`src/rtl/ps2_pkg.sv`:
```
// Shared PS2 types and helpers for the transceiver and its testbench.
package ps2_pkg;

  localparam int PS2_FRAME_BITS = 11;

  typedef enum logic [1:0] {
    R_IDLE,
    R_DATA,
    R_PARITY,
    R_STOP
  } rx_state_t;

  typedef enum logic [2:0] {
    T_IDLE,
    T_WAIT,
    T_INHIBIT,
    T_REQ,
    T_DATA,
    T_PARITY,
    T_STOP,
    T_ACK
  } tx_state_t;

  // Parity bit that makes the 9-bit XOR equal 1.
  function automatic logic odd_parity(input logic [7:0] b);
    return ~^b;
  endfunction

endpackage

```
`src/rtl/sync_fifo.sv`:
```
// Single-clock FIFO with combinational head, sticky overflow and occupancy count.
module sync_fifo #(
  parameter int WIDTH = 8,
  parameter int DEPTH = 8
) (
  input  logic                     clk,
  input  logic                     rst,
  input  logic                     push,
  input  logic [WIDTH-1:0]         push_data,
  input  logic                     pop,
  output logic [WIDTH-1:0]         head,
  output logic                     empty,
  output logic                     overflow,
  output logic [$clog2(DEPTH):0]   count
);
  localparam int AW = $clog2(DEPTH);
  localparam logic [AW:0] FULL_CNT = DEPTH[AW:0];

  logic [WIDTH-1:0] mem [DEPTH];
  logic [AW-1:0]    wr_ptr, rd_ptr;
  logic             full, do_push, do_pop;

  assign empty   = (count == '0);
  assign full    = (count == FULL_CNT);
  assign do_pop  = pop & ~empty;
  // A pop frees the slot, so a full FIFO still accepts a simultaneous push.
  assign do_push = push & (~full | do_pop);
  assign head    = empty ? '0 : mem[rd_ptr];

  always_ff @(posedge clk) begin
    if (do_push) mem[wr_ptr] <= push_data;
  end

  always_ff @(posedge clk or negedge rst) begin
    if (!rst) begin
      wr_ptr   <= '0;
      rd_ptr   <= '0;
      count    <= '0;
      overflow <= 1'b0;
    end else begin
      if (do_push) wr_ptr <= wr_ptr + AW'(1);
      if (do_pop)  rd_ptr <= rd_ptr + AW'(1);
      if (do_push && !do_pop)      count <= count + (AW+1)'(1);
      else if (!do_push && do_pop) count <= count - (AW+1)'(1);
      if (push && full && !do_pop) overflow <= 1'b1;
    end
  end

endmodule

```
`src/rtl/ps2_transceiver.sv`:
```
// PS2 host transceiver: device-to-host receiver with FIFO and host-to-device command transmitter.
module ps2_transceiver
  import ps2_pkg::*;
#(
  parameter int FIFO_DEPTH     = 8,
  parameter int INHIBIT_CYCLES = 5000,
  parameter int TIMEOUT_CYCLES = 100000,
  parameter int SYNC_STAGES    = 2
) (
  input  logic                          clk,
  input  logic                          rst,
  input  logic                          ps2_clk_i,
  input  logic                          ps2_dat_i,
  output logic                          ps2_clk_oe,
  output logic                          ps2_dat_oe,
  input  logic                          send,
  input  logic [7:0]                    command,
  output logic                          tx_busy,
  output logic                          tx_done,
  output logic                          tx_err,
  output logic                          rx_valid,
  output logic [7:0]                    rx_data,
  input  logic                          rx_ready,
  output logic                          rx_err,
  output logic                          rx_overflow,
  output logic [$clog2(FIFO_DEPTH):0]   rx_count
);
  localparam int TO_W  = $clog2(TIMEOUT_CYCLES + 1);
  localparam int INH_W = $clog2(INHIBIT_CYCLES + 1);

  logic [SYNC_STAGES-1:0] clk_sync, dat_sync;
  logic                   clk_prev, ps2_fall, ps2_dat;
  rx_state_t              rx_state;
  tx_state_t              tx_state;
  logic [2:0]             rx_cnt;
  logic [7:0]             rx_shift;
  logic                   rx_par, rx_push, fifo_empty;
  logic [3:0]             tx_cnt;
  logic [7:0]             tx_byte;
  logic [INH_W-1:0]       inh_cnt;
  logic [TO_W-1:0]        to_cnt;
  logic                   tx_active, tx_timed, rx_timed, timeout;

  // Input synchronisers and falling-edge detect
  always_ff @(posedge clk or negedge rst) begin
    if (!rst) begin
      clk_sync <= '1;
      dat_sync <= '1;
      clk_prev <= 1'b1;
    end else begin
      clk_sync <= {clk_sync[SYNC_STAGES-2:0], ps2_clk_i};
      dat_sync <= {dat_sync[SYNC_STAGES-2:0], ps2_dat_i};
      clk_prev <= clk_sync[SYNC_STAGES-1];
    end
  end

  assign ps2_fall  = clk_prev & ~clk_sync[SYNC_STAGES-1];
  assign ps2_dat   = dat_sync[SYNC_STAGES-1];
  assign tx_active = (tx_state != T_IDLE) && (tx_state != T_WAIT);
  assign tx_timed  = tx_active && (tx_state != T_INHIBIT);
  assign rx_timed  = (rx_state != R_IDLE);
  assign timeout   = (to_cnt == TO_W'(TIMEOUT_CYCLES - 1)) && !ps2_fall;

  // Inter-edge watchdog, shared because receiver and transmitter never run together
  always_ff @(posedge clk or negedge rst) begin
    if (!rst)                                  to_cnt <= '0;
    else if (ps2_fall || !(rx_timed || tx_timed)) to_cnt <= '0;
    else                                       to_cnt <= to_cnt + TO_W'(1);
  end

  always_ff @(posedge clk) begin
    if (rx_state == R_DATA && ps2_fall)   rx_shift <= {ps2_dat, rx_shift[7:1]};
    if (rx_state == R_PARITY && ps2_fall) rx_par   <= ps2_dat;
    if (tx_state == T_IDLE && send)       tx_byte  <= command;
  end

  // Receive state machine
  always_ff @(posedge clk or negedge rst) begin
    if (!rst) begin
      rx_state <= R_IDLE;
      rx_cnt   <= '0;
      rx_push  <= 1'b0;
      rx_err   <= 1'b0;
    end else begin
      rx_push <= 1'b0;
      rx_err  <= 1'b0;
      if (tx_active) begin
        rx_state <= R_IDLE;
      end else if (rx_timed && timeout) begin
        rx_state <= R_IDLE;
        rx_err   <= 1'b1;
      end else if (ps2_fall) begin
        case (rx_state)
          R_IDLE: if (!ps2_dat) begin
            rx_state <= R_DATA;
            rx_cnt   <= '0;
          end
          R_DATA: begin
            rx_cnt <= rx_cnt + 3'd1;
            if (rx_cnt == 3'd7) rx_state <= R_PARITY;
          end
          R_PARITY: rx_state <= R_STOP;
          R_STOP: begin
            rx_state <= R_IDLE;
            if ((^{rx_shift, rx_par}) && ps2_dat) rx_push <= 1'b1;
            else                                  rx_err  <= 1'b1;
          end
          default: rx_state <= R_IDLE;
        endcase
      end
    end
  end

  // Transmit state machine
  always_ff @(posedge clk or negedge rst) begin
    if (!rst) begin
      tx_state   <= T_IDLE;
      tx_busy    <= 1'b0;
      tx_done    <= 1'b0;
      tx_err     <= 1'b0;
      tx_cnt     <= '0;
      inh_cnt    <= '0;
      ps2_clk_oe <= 1'b0;
      ps2_dat_oe <= 1'b0;
    end else begin
      tx_done <= 1'b0;
      tx_err  <= 1'b0;
      if (tx_timed && timeout) begin
        tx_state   <= T_IDLE;
        tx_busy    <= 1'b0;
        tx_err     <= 1'b1;
        ps2_clk_oe <= 1'b0;
        ps2_dat_oe <= 1'b0;
      end else begin
        case (tx_state)
          T_IDLE: if (send) begin
            tx_busy  <= 1'b1;
            tx_state <= T_WAIT;
          end
          T_WAIT: if (rx_state == R_IDLE) begin
            tx_state   <= T_INHIBIT;
            inh_cnt    <= '0;
            ps2_clk_oe <= 1'b1;
          end
          T_INHIBIT: begin
            inh_cnt <= inh_cnt + INH_W'(1);
            if (inh_cnt == INH_W'(INHIBIT_CYCLES - 1)) begin
              tx_state   <= T_REQ;
              ps2_clk_oe <= 1'b0;
              ps2_dat_oe <= 1'b1;
            end
          end
          T_REQ: if (ps2_fall) begin
            ps2_dat_oe <= ~tx_byte[0];
            tx_cnt     <= 4'd1;
            tx_state   <= T_DATA;
          end
          T_DATA: if (ps2_fall) begin
            if (tx_cnt == 4'd8) begin
              ps2_dat_oe <= ~odd_parity(tx_byte);
              tx_state   <= T_PARITY;
            end else begin
              ps2_dat_oe <= ~tx_byte[tx_cnt[2:0]];
              tx_cnt     <= tx_cnt + 4'd1;
            end
          end
          T_PARITY: if (ps2_fall) begin
            ps2_dat_oe <= 1'b0;
            tx_state   <= T_STOP;
          end
          // Stop bit is the released line; the ACK arrives on the following edge.
          T_STOP: tx_state <= T_ACK;
          T_ACK: if (ps2_fall) begin
            tx_state <= T_IDLE;
            tx_busy  <= 1'b0;
            if (!ps2_dat) tx_done <= 1'b1;
            else          tx_err  <= 1'b1;
          end
          default: tx_state <= T_IDLE;
        endcase
      end
    end
  end

  sync_fifo #(
    .WIDTH (8),
    .DEPTH (FIFO_DEPTH)
  ) u_fifo (
    .clk       (clk),
    .rst       (rst),
    .push      (rx_push),
    .push_data (rx_shift),
    .pop       (rx_ready),
    .head      (rx_data),
    .empty     (fifo_empty),
    .overflow  (rx_overflow),
    .count     (rx_count)
  );

  assign rx_valid = ~fifo_empty;

endmodule

```
`config.mk`:
```
export PLATFORM = sky130hd
export DESIGN_NAME = ps2_transceiver
export DESIGN_NICKNAME = d
export VERILOG_FILES = /design/src/rtl/ps2_pkg.sv /design/src/rtl/sync_fifo.sv /design/src/rtl/ps2_transceiver.sv
export SDC_FILE = /design/constraint.sdc
export NUM_CORES = 1
export LEC_CHECK = 0
export ABC_AREA = 1
export ABC_CLOCK_PERIOD_IN_PS = 3500
export CAP_MARGIN = 10
export CELL_PAD_IN_SITES_DETAIL_PLACEMENT = 0
export CELL_PAD_IN_SITES_GLOBAL_PLACEMENT = 1
export CORE_MARGIN = 3
export CORE_UTILIZATION = 49
export CTS_BUF_LIST = sky130_fd_sc_hd__clkbuf_4 sky130_fd_sc_hd__clkbuf_8
export CTS_CLUSTER_SIZE = 40
export DETAILED_ROUTE_END_ITERATION = 10
export PLACE_DENSITY = 0.82
export SLEW_MARGIN = 20
export SYNTH_ARGS = -nofsm -noshare
export SYNTH_HDL_FRONTEND = slang
export SYNTH_SLANG_ARGS = --single-unit
export TNS_END_PERCENT = 30
```
`constraint.sdc`:
```
create_clock -name clk -period 3.5 [get_ports clk]
set_clock_uncertainty 0.2 [all_clocks]
set_input_delay 0.525 -clock clk [delete_from_list [all_inputs] [get_ports clk]]
set_output_delay 0.525 -clock clk [all_outputs]
set_load 0.01 [all_outputs]
```
==> flow_summary.json <==
{
  "cts-hold-fix-buffers": 0,
  "grt_overflow_total": 0,
  "synth_area_leaders": "edfxtp_1 35%, dfrtp_1 22%, nand2_1 7.0%",
  "outcome": "finished clean",
  "grt_pass1_wl_mm": 23.07,
  "syn_inst": 701,
  "cp-startpoint": "u_fifo.rd_ptr[1]$_DFFE_PN0N_",
  "core-area_um2": 13510,
  "syn-cell-area_um2": 6878,
  "place_ws_ps": 446.9,
  "clock_path_buffers": 2,
  "route.detailed.drc": 0,
  "port_buffers": 33,
  "yosys_warnings": 0,
  "rsz0062_at_grt": "false",
  "cts.sinks": 146,
  "max-vdd-ir-drop_v": 0.0004286,
  "vias": 4997,
  "cts_buffers": 17,
  "pin_count": 34,
  "synth_top_area_frac": 0.3536,
  "p_int_uw": 3373,
  "postRouteAntennaNets": 0,
  "synth_most_common_cell": "nand2_1",
  "cp_slowest_cell": "clkdlybuf4s50_1",
  "crit_required_ps": 2770,
  "grt_max_degree": 66,
  "hold_class": "in -> async",
  "antenna_found_initial": 0,
  "synth.distinct_cells": 51,
  "wl_per_cell_um": 14.44,
  "root_buffer": "clkbuf_8",
  "drt_first_iter_violations": 408,
  "finalNetCount": 788,
  "global_route.usage.total": 0.1834,
  "yosysSeqAreaShare": 0.5910,
  "cts_tree": "built",
  "startpoint_type": "flip-flop",
  "swShare": 0.3590,
  "setup_ws_ps": 270.6,
  "fmax_ghz": 0.3097,
  "syn-num-nets": 731,
  "worst-path-max-fanout": 12,
  "switching_power_uw": 1889,
  "netlist_top_cells_count": "129 x nand2_1, 102 x nor2_1, 81 x edfxtp_1",
  "cp-endpoint": "rx_data[7]",
  "max-cap-violations": 0,
  "drt-pass1-iter-count": 5,
  "syn_to_final_growth_pct": 14.64,
  "r2r_start": "u_fifo.count[0]$_DFFE_PN0P_",
  "layout_min_cycle_time_ps": 3229,
  "yosysTopAreaCell": "edfxtp_1",
  "first_global_vias": 4949,
  "reg2reg_depth": 15,
  "pwr-share-clk": 0.241,
  "die-area_um2": 15490,
  "via_per_inst": 5.277,
  "clkLatencyLatePin_ps": 440,
  "rr_endpoint": "u_fifo.count[3]$_DFFE_PN0P_",
  "drive_gt1_frac": 0.1219,
  "path_class": "reg -> out",
  "r2r_setup_slack_ps": 690,
  "async_reset_ff_frac": 0.4452,
  "setup_violations": 0,
  "synth_edf_count": 81,
  "setup_tns_ps": 0,
  "die_x_um": 124.5,
  "seq_power_share": 0.406,
  "worstPathArrival_ps": 2500,
  "wl_mm": 13.67,
  "finalMaxSlewViolations": 0,
  "relSlewSlack": 0.4385,
  "start_util": 0.5093,
  "place_congestion": 0.8001,
  "finalHoldViolCount": 0,
  "die_h_um": 124.5,
  "path_cells": "inv_1 -> buf_4 -> o21ai_0 -> o22ai_1 -> o21ai_0 -> a31oi_1 -> clkdlybuf4s50_1",
  "finalCritPeriodShare": 0.9227,
  "crit_top_cell": "o21ai_0",
  "cp-end-kind": "output pin",
  "num_rows": 42,
  "p_leak_uw": 0.003291,
  "synth-seq-cells": 146,
  "cts-resized-gates": 0,
  "power_density_nw_per_um2": 667.3,
  "cts.clk_slew.worst_paths_ps": 80,
  "max_stage_delay_ps": 570,
  "combPwrFrac": 0.353,
  "avgSynthCellArea_um2": 9.811,
  "post_cts_buffers": 0,
  "ys.flop_type": "edfxtp_1",
  "tightestPinTransition_ps": 842.3,
  "ctsHtreeMaxLevel": 4,
  "antenna_cells_inserted": 0,
  "place_hpwl_mm": 9.463
}
## worst max-delay path, delay by kind of cell, from the launching register on
kind	cells	cell delay (ps)
buf+inv	3	900
compound gates	4	610
flops	1	550
## cell usage in the layout, fill, tap and decap left out, types with 4 or more instances in the layout
cell type	synthesis	routed
o21ai_0	58	58
clkinvlp_4	0	4
nor2_4	5	5
inv_2	9	9
nand2_2	7	7
nor3_1	7	7
o22ai_1	9	9
o21ai_1	12	12
nand2_1	129	129
nand3_1	30	30
a21oi_1	23	23
edfxtp_1	81	81
a31oi_1	9	9
xnor2_1	9	9
buf_4	0	16
ha_1	15	15
dfrtp_1	60	60
nand4_1	7	7
xor2_1	6	6
nor2_1	102	102
clkdlybuf4s50_1	0	32
inv_1	68	68
nor4_1	4	4
dfstp_2	5	5
clkbuf_8	0	17
## layer usage
layer | wire [µm] | vias up | GRT usage
met5 | 0 | - | 0
met1 | 6021 | 2386 | 0.2301
met3 | 583 | 19 | 0.04889
li1 | - | 2478 | -
met4 | 212 | 0 | 0.05674
met2 | 6854 | 114 | 0.3111
## registers in the layout, indices dropped and copies added (netlist names), 2 cells and up
| register | flops |
|---|---|
| u_fifo.mem | 64 |
| tx_state | 3 |
| dat_sync | 2 |
| inh_cnt | 13 |
| rx_state | 2 |
| u_fifo.count | 4 |
| rx_cnt | 3 |
| clk_sync | 2 |
| rx_shift | 8 |
| u_fifo.wr_ptr | 3 |
| u_fifo.rd_ptr | 3 |
| to_cnt | 17 |
| tx_cnt | 4 |
| tx_byte | 8 |
## power groups by stage
stage | Clock, µW | Sequential, µW | Combinational (µW)
3_5_place_dp | 0 | 2170 | 1870
2_1_floorplan | 0 | 2140 | 1210
3_3_place_gp | 0 | 2160 | 1820
6_report | 1270 | 2140 | 1860
4_1_cts | 1310 | 2140 | 1880
5_1_grt | 1380 | 2160 | 2100
## cells by family (layout without fill, tap and decap cells)
group / Yosys count / in the layout / share of synthesized area
buf+inv: 89 / 159 / 0.04875
xor+xnor: 15 / 15 / 0.01910
mux: 1 / 1 / 0.001637
flops: 146 / 146 / 0.5910
fa+ha+maj: 16 / 16 / 0.03020
simple gates: 311 / 311 / 0.2074
compound gates: 123 / 123 / 0.1019
## stage by stage
stage / utilization / instance area, µm² / total power (µW) / hold slack [ps] / cells
6_report: 0.5838 / 7885 / 5262 / 54.43 / 947
3_3_place_gp: 0.5554 / 7501 / 3987 / 146.5 / 915
3_5_place_dp: 0.5554 / 7501 / 4040 / 148.7 / 915
5_1_grt: 0.5838 / 7885 / 5636 / 101.9 / 947
4_1_cts: 0.5838 / 7885 / 5322 / 77.65 / 947
2_1_floorplan: - / 6878 / 3347 / 29.41 / 701
## final cells by class
class	instances	area (µm²)
Clock buffer	19	249.0
Clock inverter	13	135.1
Fill cell	1152	5620
Inverter	78	292.8
Multi-Input combinational cell	466	2477
Sequential cell	146	4065
Tap cell	176	220.2
Timing Repair Buffer	49	445.4
## how the worst min path moves through the flow
stage,start,endpoint,slack [ps],cells after the start
CTS,rst,u_fifo.count[2]$_DFFE_PN0P_,80,2
detailed placement,dat_sync[0]$_DFF_PN1_,dat_sync[1]$_DFF_PN1_,150,0
global placement,clk_sync[0]$_DFF_PN1_,clk_sync[1]$_DFF_PN1_,150,0
finish,rst,u_fifo.count[1]$_DFFE_PN0P_,50,2
floorplan,rst,inh_cnt[0]$_DFFE_PN0P_,30,0
global route,rst,u_fifo.rd_ptr[2]$_DFFE_PN0N_,100,2
Power figures use the tool's default switching activity.
